## config.mk

```make
export PLATFORM = sky130hd
export DESIGN_NAME = down_timer_flat
export DESIGN_NICKNAME = d
export VERILOG_FILES = /design/src/rtl/down_timer_if.sv /design/src/rtl/down_timer.sv /design/src/flat_wrapper.sv
export SDC_FILE = /design/constraint.sdc
export NUM_CORES = 1
export LEC_CHECK = 0
export CORE_UTILIZATION = 29
export CTS_CLUSTER_DIAMETER = 40
export CTS_CLUSTER_SIZE = 40
export DETAILED_ROUTE_END_ITERATION = 10
export DONT_BUFFER_PORTS = 1
export PLACE_DENSITY = 0.48
export SLEW_MARGIN = 0
export SYNTH_ARGS = -nofsm -noshare
export SYNTH_HDL_FRONTEND = slang
export SYNTH_SLANG_ARGS = --single-unit
```

## constraint.sdc

```tcl
create_clock -name clk -period 1.7 [get_ports clk]
set_clock_uncertainty 0.05 [all_clocks]
set_input_delay 0.34 -clock clk [delete_from_list [all_inputs] [get_ports clk]]
set_output_delay 0.34 -clock clk [all_outputs]
set_load 0.01 [all_outputs]
```

## src/rtl/down_timer_if.sv

```systemverilog
// Control and status bundle of the down_timer: the controller (master) drives
// requests and the timer (slave) returns its registered count, busy and tc.
interface down_timer_if #(
    parameter int WIDTH = 4
);
    logic             load;
    logic [WIDTH-1:0] load_val;
    logic             start;
    logic             stop;
    logic             tick;
    logic             auto_reload;
    logic [WIDTH-1:0] count;
    logic             busy;
    logic             tc;

    modport master (
        output load, load_val, start, stop, tick, auto_reload,
        input  count, busy, tc
    );

    modport slave (
        input  load, load_val, start, stop, tick, auto_reload,
        output count, busy, tc
    );
endinterface

```

## src/rtl/down_timer.sv

```systemverilog
// Synchronous loadable down-counter with one-shot/auto-reload modes, pause/resume,
// a prescale tick input and a registered single-cycle terminal-count pulse.
module down_timer #(
    parameter int WIDTH = 4
) (
    input  logic         clk,
    input  logic         rst_n,
    down_timer_if.slave  bus
);
    typedef enum logic [1:0] {IDLE, RUN, HOLD} state_t;

    state_t           state, state_n;
    logic [WIDTH-1:0] count_r, count_n;
    logic [WIDTH-1:0] reload_r, reload_n;
    logic             busy_r, busy_n;
    logic             tc_r, tc_n;

    logic             do_stop, do_start, do_tick, terminal;

    // Request decode in priority order load > stop > start > tick; stop outside
    // RUN still masks start, and start inside RUN leaves tick free to act.
    assign do_stop  = !bus.load && bus.stop && (state == RUN);
    assign do_start = !bus.load && !bus.stop && bus.start && (state != RUN) && (count_r != '0);
    assign do_tick  = !bus.load && !bus.stop && bus.tick && (state == RUN);
    assign terminal = do_tick && (count_r == WIDTH'(1));

    always_ff @(posedge clk or negedge rst_n) begin
        if (!rst_n) begin
            state    <= IDLE;
            count_r  <= '0;
            reload_r <= '0;
            busy_r   <= 1'b0;
            tc_r     <= 1'b0;
        end else begin
            state    <= state_n;
            count_r  <= count_n;
            reload_r <= reload_n;
            busy_r   <= busy_n;
            tc_r     <= tc_n;
        end
    end

    always_comb begin
        state_n = state;
        if (bus.load)
            state_n = IDLE;
        else if (do_stop)
            state_n = HOLD;
        else if (do_start)
            state_n = RUN;
        else if (terminal && !bus.auto_reload)
            state_n = IDLE;
    end

    // The terminal decrement reloads instead of showing 0 in periodic mode, so
    // with a reload value of 1 the count sits at 1 and tc stays high.
    always_comb begin
        count_n  = count_r;
        reload_n = reload_r;
        tc_n     = 1'b0;
        if (bus.load) begin
            count_n  = bus.load_val;
            reload_n = bus.load_val;
        end else if (terminal) begin
            tc_n    = 1'b1;
            count_n = bus.auto_reload ? reload_r : '0;
        end else if (do_tick && (count_r != '0)) begin
            count_n = count_r - WIDTH'(1);
        end
        busy_n = (state_n == RUN);
    end

    assign bus.count = count_r;
    assign bus.busy  = busy_r;
    assign bus.tc    = tc_r;
endmodule

```

## src/flat_wrapper.sv

```systemverilog
// flat-port wrapper written by rule: the top's interface ports become plain ports
module down_timer_flat 
#(
    parameter int WIDTH = 4
)
  (clk, rst_n, bus_load, bus_load_val, bus_start, bus_stop, bus_tick, bus_auto_reload, bus_count, bus_busy, bus_tc);
  down_timer_if #(.WIDTH(WIDTH)) bus_i ();
  input  logic clk;
  input  logic rst_n;
  input wire logic [$bits(bus_i.load)-1:0] bus_load;
  input wire logic [$bits(bus_i.load_val)-1:0] bus_load_val;
  input wire logic [$bits(bus_i.start)-1:0] bus_start;
  input wire logic [$bits(bus_i.stop)-1:0] bus_stop;
  input wire logic [$bits(bus_i.tick)-1:0] bus_tick;
  input wire logic [$bits(bus_i.auto_reload)-1:0] bus_auto_reload;
  output wire logic [$bits(bus_i.count)-1:0] bus_count;
  output wire logic [$bits(bus_i.busy)-1:0] bus_busy;
  output wire logic [$bits(bus_i.tc)-1:0] bus_tc;
  assign bus_i.load = bus_load;
  assign bus_i.load_val = bus_load_val;
  assign bus_i.start = bus_start;
  assign bus_i.stop = bus_stop;
  assign bus_i.tick = bus_tick;
  assign bus_i.auto_reload = bus_auto_reload;
  assign bus_count = bus_i.count;
  assign bus_busy = bus_i.busy;
  assign bus_tc = bus_i.tc;
  down_timer #(.WIDTH(WIDTH)) u_core (.clk(clk), .rst_n(rst_n), .bus(bus_i));
endmodule
```

==> results of run 1 <==
flip-flops by register name, summed over array words and instances, names as in the netlist:
| name | count |
|---|---|
| u_core.bus.count | 4 |
| u_core.bus.tc | 1 |
| u_core.bus.busy | 1 |
| u_core.state | 2 |
| u_core.reload_r | 4 |
worst max-delay path: cells and delay by family (launching register included):
| family | cells | cell delay [ns] |
|---|---|---|
| adders and majority gates | 1 | 0.15 |
| buffers and inverters | 1 | 0.06 |
| and+or+nand+nor | 2 | 0.74 |
| DFF | 1 | 0.41 |
| AOI/OAI and AO/OA | 2 | 0.21 |
cells in the final DEF, fill, tap and decap left out, types with 2 or more instances in the layout:
| cell type | n |
|---|---|
| a21oi_1 | 5 |
| buf_4 | 12 |
| clkbuf_4 | 3 |
| dfrtp_1 | 11 |
| ha_4 | 2 |
| inv_1 | 4 |
| inv_2 | 2 |
| mux2_1 | 2 |
| nand2_1 | 4 |
| nor2_1 | 6 |
| nor3_1 | 3 |
| o21ai_0 | 4 |
| o31a_1 | 2 |
| or4_1 | 2 |
kinds of logic after synthesis:
| group | share of synthesized area [%] |
|---|---|
| xor gates and xnor gates | 1.207 |
| AOI/OAI and AO/OA | 18.28 |
| adders and majority gates | 5.173 |
| muxes | 4.483 |
| buffers and inverters | 6.895 |
| DFF | 41.38 |
| and+or+nand+nor | 22.59 |
final cells by class:
class                      instances  area (sq um)  share of cell area [%]
multi-input combinational         53         432.9                   46.63
tap                               28         35.03                   3.774
timing repair buffer              13         100.1                   10.78
inverter                           6         22.52                   2.426
sequential                        12         301.5                   32.48
clock buffer                       4         36.28                   3.908
repair_timing:
item                       in CTS  in global routing
setup endpoints to repair       2                  5
hold endpoints to repair       12                  0
hold buffers                    1                  0
pin swaps                       0                  4
setup buffers                   0                  1
gates resized for setup         0                  2
metal layers:
metal / up-vias / GRT usage, % / share of wire [%]
met5: - / 0 / 0
met4: 0 / 2.703 / 0
met3: 0 / 5.848 / 5.6
met2: 12 / 20.73 / 45
met1: 273 / 18.86 / 49
li1: 304 / - / -
power groups by stage:
| stage | registers (uW) | logic, uW | clock network [uW] |
|---|---|---|---|
| floorplan | 336 | 102 | 0 |
| global placement | 336 | 142 | 0 |
| detailed placement | 336 | 141 | 0 |
| CTS | 330 | 149 | 244 |
| global route | 335 | 171 | 261 |
| finish | 332 | 154 | 235 |
metrics by stage:
stage          hold WS [ns]  instances  setup WS [ns]  TNS [ns]  cell area, sq um
6_report            0.06518        116       -0.03656  -0.06033             928.4
4_1_cts             0.05363        115       -0.05589  -0.09454             909.6
5_1_grt             0.05190        116        -0.1125   -0.2616             928.4
2_1_floorplan     -0.005591         74       -0.03033  -0.03033             773.2
3_5_place_dp      -0.005300        110       -0.02802  -0.03278             863.3
3_3_place_gp      -0.005351        110       -0.02640  -0.02640             863.3
final timing paths:
check                      cells past startpoint                       startpoint  slack (ns)                         endpoint
setup / recovery                               6  u_core.bus.count[0]$_DFFE_PN0P_       -0.04  u_core.bus.count[1]$_DFFE_PN0P_
hold / removal                                 1                         bus_load        0.07        u_core.state[1]$_DFF_PN0_
setup reg to reg                               6  u_core.bus.count[0]$_DFFE_PN0P_       -0.04  u_core.bus.count[1]$_DFFE_PN0P_
hold reg to reg                                1   u_core.reload_r[0]$_DFFE_PN0P_        0.44   u_core.reload_r[0]$_DFFE_PN0P_
max in group asynchronous                      1                            rst_n        0.77  u_core.bus.count[0]$_DFFE_PN0P_
min in group asynchronous                      1                            rst_n        0.43        u_core.bus.busy$_DFF_PN0_
==> impl_results.md, run 1 <==
* First-pass GRT wire length at 2718 microns
* Hpwl dp at 1237 microns
* Timing-limited maximum frequency at 0.5759 GHz
* Post-synth top cells: dfrtp_1 (12), inv_1 (6), nor2_1 (6)
* Minimum clock period at 1.737 ns
* Count of final hold-check violations at 0
* Internal power at 521.5 uW
* Post-synthesis sequential area ratio at 41.38%
* Worst VDD drop at 0.4758 mV
* Buffers on Ports at 0
* Initial DRT Pass Iterations at 4
* Yosys reg bits at 12
* Reg power frac at 46.0%
* Yosys top cell area share at 41.38%
* Initial core utilization at 31.89%
* Final core occ at 40.79%
* WP data arrival at 1.86 ns
* Routed WL per cell at 14.27 microns
* Syn_area_per_cell at 9.807 sq um
* EDFF count, synth at 0
* Vias in the first global route at 551
* Die Span Y at 52.03 microns
* GP Congestion at 0.8136
* Synth Instances at 74
* CP endpoint kind: flop
* Headroom to the max-slew limit at 62.88%
* Yosys top cell by area: dfrtp_1
* Final Slew Violations at 0
* Initial antenna violation count at 0
* Fillers at 224
* Clk Latency, worst-skew pair at 0.28 ns
* DRC viols at 0
* I/O pin count at 17
* Tot Pwr at 722.2 uW
* CTS Sinks at 12
* Hold Path Class: input pin to flop
* Top post-synthesis cells by area: dfrtp_1 (41%), ha_1 (5.2%), a21oi_1 (3.4%), buf_6 (3.1%), inv_1 (3.1%)
* Clock network fraction of design power at 32.6%
* Pwr Density at 777.9 nW/um^2
* GRT Overall Usage at 14.00%
* Biggest cell delay along the critical path at 0.50 ns
* Synthesized cell area at 725.7 sq um
* Nets at 103
* Sw frac at 27.79%
* Most common cell in the netlist: dfrtp_1
* Largest net degree at the start of global routing at 21
* Crit path required time at 1.82 ns
* Clock Path Buffers at 2
* Grt total ovfl at 0
* Die Footprint at 2707 sq um
* Yosys warnings at 0
* Fin worst setup slack at -0.03656 ns
* DR iter-0 viols at 15
* Rows at 17
* CTS tree: done
* WS Path Type: flop to flop
* Antenna Cells at 0
* Top FF cell, synth: dfrtp_1
* Clk slew on worst S/H paths at 0.08 ns
* Die Width at 52.03 microns
* Setup Viol. Count Final at 2
* Comb power frac at 21.4%
* CP startpoint kind: flop
* Inserted Clock Buffers at 3
* Fraction of layout cells with a size suffix above 1 at 34.09%
* Violated checks: setup timing
* RSZ-0062 raised after global routing: true
* Slowest CP cell: or4_1
* Area grow syn2layout at 27.93%
* H-tree depth at 1
* Worst Path Max Fanout at 4
* LEAKAGE at 0.0003901 uW
* Asr flop ratio synth at 100.0%
* Core ar. at 2276 sq um
* Netlist cell types at 35
* # Max-Cap Violations at 0
* Period utilisation layout at 102.2%
* Via density at 5.078
* Status: finished with violations
* WL final at 1655 microns
* Crit-path cells: inv_2 -> ha_4 -> or3b_4 -> o21ai_2 -> or4_1 -> a21boi_1
* Slew @ Worst Pin at 0.5549 ns
* Root Driver: clkbuf_4
* Synth Net Count at 88
* Via count at 589
* ANT nets after route at 0
* P_sw at 200.7 uW
No activity file was read; power rests on OpenSTA's default activity.
==> run 2, diff against run 1 <==
--- a/config.mk
+++ b/config.mk
@@ -10,7 +10,7 @@
 export CTS_CLUSTER_SIZE = 40
 export DETAILED_ROUTE_END_ITERATION = 10
 export DONT_BUFFER_PORTS = 1
-export PLACE_DENSITY = 0.48
+export PLACE_DENSITY = 0.49
 export SLEW_MARGIN = 0
 export SYNTH_ARGS = -nofsm -noshare
 export SYNTH_HDL_FRONTEND = slang
==> run 2 against run 1 <==
Compared with the run above: the run still ends with setup timing left; die area unchanged; register-to-register slack worse by 0.02 ns; total power up 0.65%; cell count up 1.7%; core utilization up 0.38 points; critical endpoint unchanged; largest cell class unchanged; largest power group unchanged; highest routed layer unchanged.
==> impl_results.md, run 2 (same netlist as run 1, synthesis figures left out) <==
* Status: finished with violations
* Violated checks: setup timing
* WP data arrival at 1.88 ns (+0.02 ns)
* WL final at 1742 microns (+5.3%)
* Final Slew Violations at 0 (unchanged)
* Rows at 17 (unchanged)
* Die Span Y at 52.03 microns (unchanged)
* Antenna Cells at 0 (unchanged)
* Count of final hold-check violations at 0 (unchanged)
* H-tree depth at 1 (unchanged)
* Buffers on Ports at 0 (unchanged)
* Minimum clock period at 1.761 ns (+0.02492 ns)
* Design Area, Final at 937.1 sq um (+0.94%)
* # Max-Cap Violations at 0 (unchanged)
* Inserted Clock Buffers at 3 (unchanged)
* Fin worst setup slack at -0.06147 ns (-0.02492 ns)
* Via density at 4.992 (-1.7%)
* FF-to-FF setup slack at -0.06 ns (-0.02 ns)
* Placed cells at 111 (+0.91%)
* WS Path Type: flop to flop
* Worst Hold Path Cells at 1 (unchanged)
* Biggest cell delay along the critical path at 0.51 ns (about the same)
* Slew @ Worst Pin at 0.5731 ns (+0.01822 ns)
* GRT Overall Usage at 15.24% (+1.2 points)
* Crit path required time at 1.82 ns (about the same)
* CTS tree: done
* Fillers at 222 (-0.89%)
* Largest net degree at the start of global routing at 21 (unchanged)
* Tot Pwr at 726.9 uW (+0.65%)
* Initial DRT Pass Iterations at 3 (-1)
* Hpwl dp at 1307 microns (+5.7%)
* Fin Setup TNS at -0.1003 ns (-0.03998 ns)
* Initial core utilization at 31.89% (unchanged)
* Clock Path Buffers at 2 (unchanged)
* Root Driver: clkbuf_4
* LEAKAGE at 0.0003961 uW (+1.5%)
* Vias in the first global route at 606 (+10%)
* Headroom to the max-slew limit at 61.67% (-1.2 points)
* Clk Latency, worst-skew pair at 0.28 ns (about the same)
* Period utilisation layout at 103.6% (+1.5 points)
* Worst R2R End: u_core.bus.count[1]$_DFFE_PN0P_
* CP startpoint kind: flop
* First-pass GRT wire length at 2967 microns (+9.2%)
* Timing-limited maximum frequency at 0.5677 GHz (-1.4%)
* Hold path startpoint: bus_load
* DR iter-0 viols at 4 (-11)
* Clk slew on worst S/H paths at 0.08 ns (about the same)
* Initial antenna violation count at 0 (unchanged)
* Fraction of layout cells with a size suffix above 1 at 35.56% (+1.5 points)
* Hold path endpoint: u_core.state[1]$_DFF_PN0_
* Core ar. at 2276 sq um (unchanged)
* Die Footprint at 2707 sq um (unchanged)
* Area grow syn2layout at 29.14%
* Routed WL per cell at 14.76 microns (+3.5%)
* Nets at 105 (+1.9%)
* Crit-path cells: inv_2 -> ha_4 -> or3b_4 -> o21ai_2 -> or4_1 -> a21boi_1
* R2R depth at 6 (unchanged)
* Slowest CP cell: or4_1
* CP endpoint kind: flop
* DRC viols at 0 (unchanged)
* Final std cells w/o fill at 118 (+1.7%)
* Via count at 589 (unchanged)
* I/O pin count at 17 (unchanged)
* Commonest non-fill, non-tap cells in the layout: buf_4 (14), dfrtp_1 (11), nor2_1 (6), a21oi_1 (5)
* Grt total ovfl at 0 (unchanged)
* Setup Viol. Count Final at 2 (unchanged)
* Die Width at 52.03 microns (unchanged)
* GP Congestion at 0.7997 (-1.7%)
* Pwr Density at 775.7 nW/um^2 (-0.29%)
* Commonest non-fill, non-tap cell in the layout: buf_4
* Hold Path Class: input pin to flop
* R2r startpoint: u_core.bus.count[0]$_DFFE_PN0P_
* Area after DPL at 870.8 sq um (+0.87%)
* Worst VDD drop at 0.3906 mV (-18%)
* Hold slack at 0.06962 ns (+0.004440 ns)
* Worst Path Max Fanout at 4 (unchanged)
* CTS Sinks at 12 (unchanged)
* RSZ-0062 raised after global routing: true
* ANT nets after route at 0 (unchanged)
## run 2: per-stage QoR
step                      util [%]  setup WS [ns]
after floorplan                  -       -0.03033
after global placement       38.26       -0.04445
after detailed placement     38.26       -0.06932
after CTS                    40.96       -0.07471
after global routing         41.18        -0.1168
final                        41.18       -0.06147
## run 2: cell type report
cell class	instances	area [sq um]	area share [%]
clock buffers	4	36.28	3.872
inverters	6	22.52	2.403
multi-input cells	53	426.7	45.53
flip-flops and latches	12	301.5	32.18
well taps	28	35.03	3.738
repair buffers	15	115.1	12.28
## run 2: timing repair
| action | 4_1_cts | 5_1_grt |
|---|---|---|
| pin swaps | 2 | 1 |
| gates resized for setup | 0 | 1 |
| endpoints found under the hold margin | 12 | 0 |
| cloned | 0 | 0 |
| endpoints found under the setup margin | 3 | 4 |
| setup buffers | 2 | 0 |
| hold buffers | 1 | 0 |
## run 2: layer usage
| layer | part of all wire [%] | vias up | global-route usage, % |
|---|---|---|---|
| met4 | 0 | 0 | 1.351 |
| met3 | 4.4 | 0 | 6.725 |
| li1 | - | 305 | - |
| met1 | 51 | 273 | 20.32 |
| met2 | 45 | 11 | 23.29 |
| met5 | 0 | - | 0 |
## run 2: power breakdown
| part | total, uW | internal (uW) | switching [uW] |
|---|---|---|---|
| Combinational | 159 | 87.4 | 71.6 |
| Clock | 236 | 130 | 106 |
| Sequential | 332 | 308 | 24.4 |
| Total | 727 | 525 | 202 |
## run 2: how the worst max path moves through the flow
stage,cells after the start,start,slack [ns],end
after CTS,6,u_core.bus.count[0]$_DFFE_PN0P_,-0.07,u_core.bus.count[1]$_DFFE_PN0P_
after floorplan,6,u_core.bus.count[1]$_DFFE_PN0P_,-0.03,u_core.bus.count[1]$_DFFE_PN0P_
after global placement,6,u_core.bus.count[0]$_DFFE_PN0P_,-0.04,u_core.bus.count[1]$_DFFE_PN0P_
after global routing,6,u_core.bus.count[0]$_DFFE_PN0P_,-0.12,u_core.bus.count[1]$_DFFE_PN0P_
final,6,u_core.bus.count[0]$_DFFE_PN0P_,-0.06,u_core.bus.count[1]$_DFFE_PN0P_
after detailed placement,6,u_core.bus.count[0]$_DFFE_PN0P_,-0.07,u_core.bus.count[1]$_DFFE_PN0P_
## run 2: critical path: cells and delay by family, from the launching register on
family | cells | cell delay [ns]
DFF | 1 | 0.42
buffers and inverters | 1 | 0.07
and+or+nand+nor | 2 | 0.76
AOI/OAI and AO/OA | 2 | 0.21
adders and majority gates | 1 | 0.16
==> run 3, diff against run 2 <==
--- a/config.mk
+++ b/config.mk
@@ -5,12 +5,12 @@
 export SDC_FILE = /design/constraint.sdc
 export NUM_CORES = 1
 export LEC_CHECK = 0
-export CORE_UTILIZATION = 29
+export CORE_UTILIZATION = 40
 export CTS_CLUSTER_DIAMETER = 40
 export CTS_CLUSTER_SIZE = 40
 export DETAILED_ROUTE_END_ITERATION = 10
 export DONT_BUFFER_PORTS = 1
-export PLACE_DENSITY = 0.49
+export PLACE_DENSITY = 0.61
 export SLEW_MARGIN = 0
 export SYNTH_ARGS = -nofsm -noshare
 export SYNTH_HDL_FRONTEND = slang
==> run 3 against run 2 <==
Compared with the run above: the flow still finishes with violations (setup timing); final area increased by 4.3%; global-route usage increased by 3.5 points; worst hold slack improved by 0.0093 ns; critical path depth unchanged.
==> impl_results.md, run 3 (same netlist as run 1, synthesis figures left out) <==
* Status: finished with violations
* Violated checks: setup timing
* I/O pin count at 17 (unchanged)
* Fin worst setup slack at -0.01606 ns (+0.04541 ns)
* Hold slack at 0.07893 ns (+0.009316 ns)
* Clock Path Buffers at 2 (unchanged)
* Headroom to the max-slew limit at 61.91% (+0.24 points)
* Clk Latency, worst-skew pair at 0.27 ns (about the same)
* DR iter-0 viols at 4 (unchanged)
* Hold Path Class: input pin to flop
* Initial DRT Pass Iterations at 4 (+1)
* Final Slew Violations at 0 (unchanged)
* Timing-limited maximum frequency at 0.5827 GHz (+2.6%)
* Commonest non-fill, non-tap cell in the layout: buf_4
* WL final at 1657 microns (-4.9%)
* Slew @ Worst Pin at 0.5695 ns (-0.003590 ns)
* LEAKAGE at 0.0004199 uW (+6.0%)
* Clk slew on worst S/H paths at 0.07 ns (about the same)
* Die Width at 44.60 microns (-14%)
* Largest net degree at the start of global routing at 21 (unchanged)
* Grt total ovfl at 0 (unchanged)
* WS Path Type: flop to flop
* Inserted Clock Buffers at 3 (unchanged)
* Hold path endpoint: u_core.state[1]$_DFF_PN0_
* CTS Sinks at 12 (unchanged)
* Fraction of layout cells with a size suffix above 1 at 40.00% (+4.4 points)
* Die Footprint at 1989 sq um (-27%)
* Fillers at 153 (-31%)
* P_sw at 188.9 uW (-6.3%)
* Area grow syn2layout at 34.66%
* Initial antenna violation count at 0 (unchanged)
* Sw frac at 27.36% (-0.37 points)
* Placed cells at 110 (-0.90%)
* Pwr Density at 706.4 nW/um^2 (-8.9%)
* DRC viols at 0 (unchanged)
* R2r startpoint: u_core.bus.count[0]$_DFFE_PN0P_
* Initial core utilization at 42.49% (+11 points)
* Commonest non-fill, non-tap cells in the layout: buf_4 (19), dfrtp_1 (11), nor2_1 (6), nand2_1 (4), inv_1 (4)
* Via density at 5.308 (+6.3%)
* Antenna Cells at 0 (unchanged)
* Internal power at 501.4 uW (-4.6%)
* Worst Hold Path Cells at 1 (unchanged)
* Hpwl dp at 1184 microns (-9.4%)
* Root Driver: clkbuf_4
* Nets at 110 (+4.8%)
* Minimum clock period at 1.716 ns (-0.04541 ns)
* Clock network fraction of design power at 25.9% (-6.6 points)
* H-tree depth at 1 (unchanged)
* CP endpoint kind: flop
* Vias in the first global route at 594 (-2.0%)
* # Max-Cap Violations at 0 (unchanged)
* Rows at 15 (-2)
* Count of final hold-check violations at 0 (unchanged)
* GP Congestion at 0.8110 (+1.4%)
* Die Span Y at 44.60 microns (-14%)
* Buffers on Ports at 0 (unchanged)
* Worst VDD drop at 0.4588 mV (+17%)
* ANT nets after route at 0 (unchanged)
* Worst Path Max Fanout at 7 (+3)
* Hold path startpoint: bus_load
* GRT Overall Usage at 18.73% (+3.5 points)
* Period utilisation layout at 100.9% (-2.7 points)
* First-pass GRT wire length at 2663 microns (-10%)
* FF-to-FF setup slack at -0.02 ns (+0.05 ns)
* Final std cells w/o fill at 120 (+1.7%)
* Comb power frac at 26.7% (+4.8 points)
* CP startpoint kind: flop
* WP data arrival at 1.83 ns (-0.05 ns)
* Final core occ at 57.22% (+16 points)
* Setup Viol. Count Final at 1 (-1)
* Via count at 637 (+8.1%)
* Crit path required time at 1.81 ns (about the same)
* Reg power frac at 47.4% (+1.7 points)
* Routed WL per cell at 13.81 microns (-6.5%)
* RSZ-0062 raised after global routing: true
* Worst R2R End: u_core.bus.count[1]$_DFFE_PN0P_
* Core ar. at 1708 sq um (-25%)
* CTS tree: done
* R2R depth at 6 (unchanged)
run 3: changes by cell type in the layout (fill, tap and decap cells not counted), sizes merged:
cell,previous run,this run
buf,14,19
run 3: stage by stage:
step,TNS (ns),worst slack [ns],area (sq um),total power [uW]
floorplan,-0.03033,-0.03033,773.2,438.0
CTS,-0.05873,-0.02993,933.4,684.8
detailed placement,-0.02555,-0.01768,882.1,486.0
global route,-0.2415,-0.09271,977.2,734.0
global placement,-0.01081,-0.01081,882.1,483.1
finish,-0.01606,-0.01606,977.2,690.3
run 3: how the worst max path moves through the flow:
stage / slack (ns) / cells after the start / startpoint / end
floorplan: -0.03 / 6 / u_core.bus.count[1]$_DFFE_PN0P_ / u_core.bus.count[1]$_DFFE_PN0P_
global placement: -0.01 / 6 / u_core.bus.count[0]$_DFFE_PN0P_ / u_core.bus.count[1]$_DFFE_PN0P_
detailed placement: -0.02 / 6 / u_core.bus.count[0]$_DFFE_PN0P_ / u_core.bus.count[1]$_DFFE_PN0P_
CTS: -0.03 / 6 / u_core.bus.count[0]$_DFFE_PN0P_ / u_core.bus.count[1]$_DFFE_PN0P_
global route: -0.09 / 6 / u_core.bus.count[1]$_DFFE_PN0P_ / u_core.bus.count[2]$_DFFE_PN0P_
finish: -0.02 / 6 / u_core.bus.count[0]$_DFFE_PN0P_ / u_core.bus.count[1]$_DFFE_PN0P_
run 3: power groups by stage:
stage          logic, uW  registers [uW]  clock network (uW)
2_1_floorplan        102             336                   0
3_3_place_gp         148             335                   0
3_5_place_dp         151             335                   0
4_1_cts              166             329                 189
5_1_grt              203             331                 199
6_report             184             327                 179
run 3: routing by layer:
layer | track usage [%] | share of wire, %
met1 | 24.00 | 45
met2 | 29.41 | 48
met3 | 6.939 | 5.5
met4 | 5.455 | 0.72
met5 | 0 | 0
run 3: critical path: stages (launching register included):
cell,delay (ns)
dfrtp_2,0.41
buf_4,0.14
ha_4,0.17
nor4b_4,0.13
and4_2,0.17
or4_1,0.39
a21boi_1,0.14
run 3: area by class of cell:
| class | instances | area [sq um] | area share, % |
|---|---|---|---|
| Inverter | 6 | 22.52 | 2.305 |
| Sequential cell | 12 | 301.5 | 30.86 |
| Timing Repair Buffer | 20 | 152.6 | 15.62 |
| Clock buffer | 4 | 26.28 | 2.689 |
| Multi-Input combinational cell | 53 | 442.9 | 45.33 |
| Tap cell | 25 | 31.28 | 3.201 |
run 3: timing repair:
item                                    4_1_cts  5_1_grt
setup buffers                                 2        3
resized for setup                             0        5
endpoints found under the hold margin        12        0
endpoints found under the setup margin        2        5
pin swaps                                     2        2
hold buffers                                  1        0
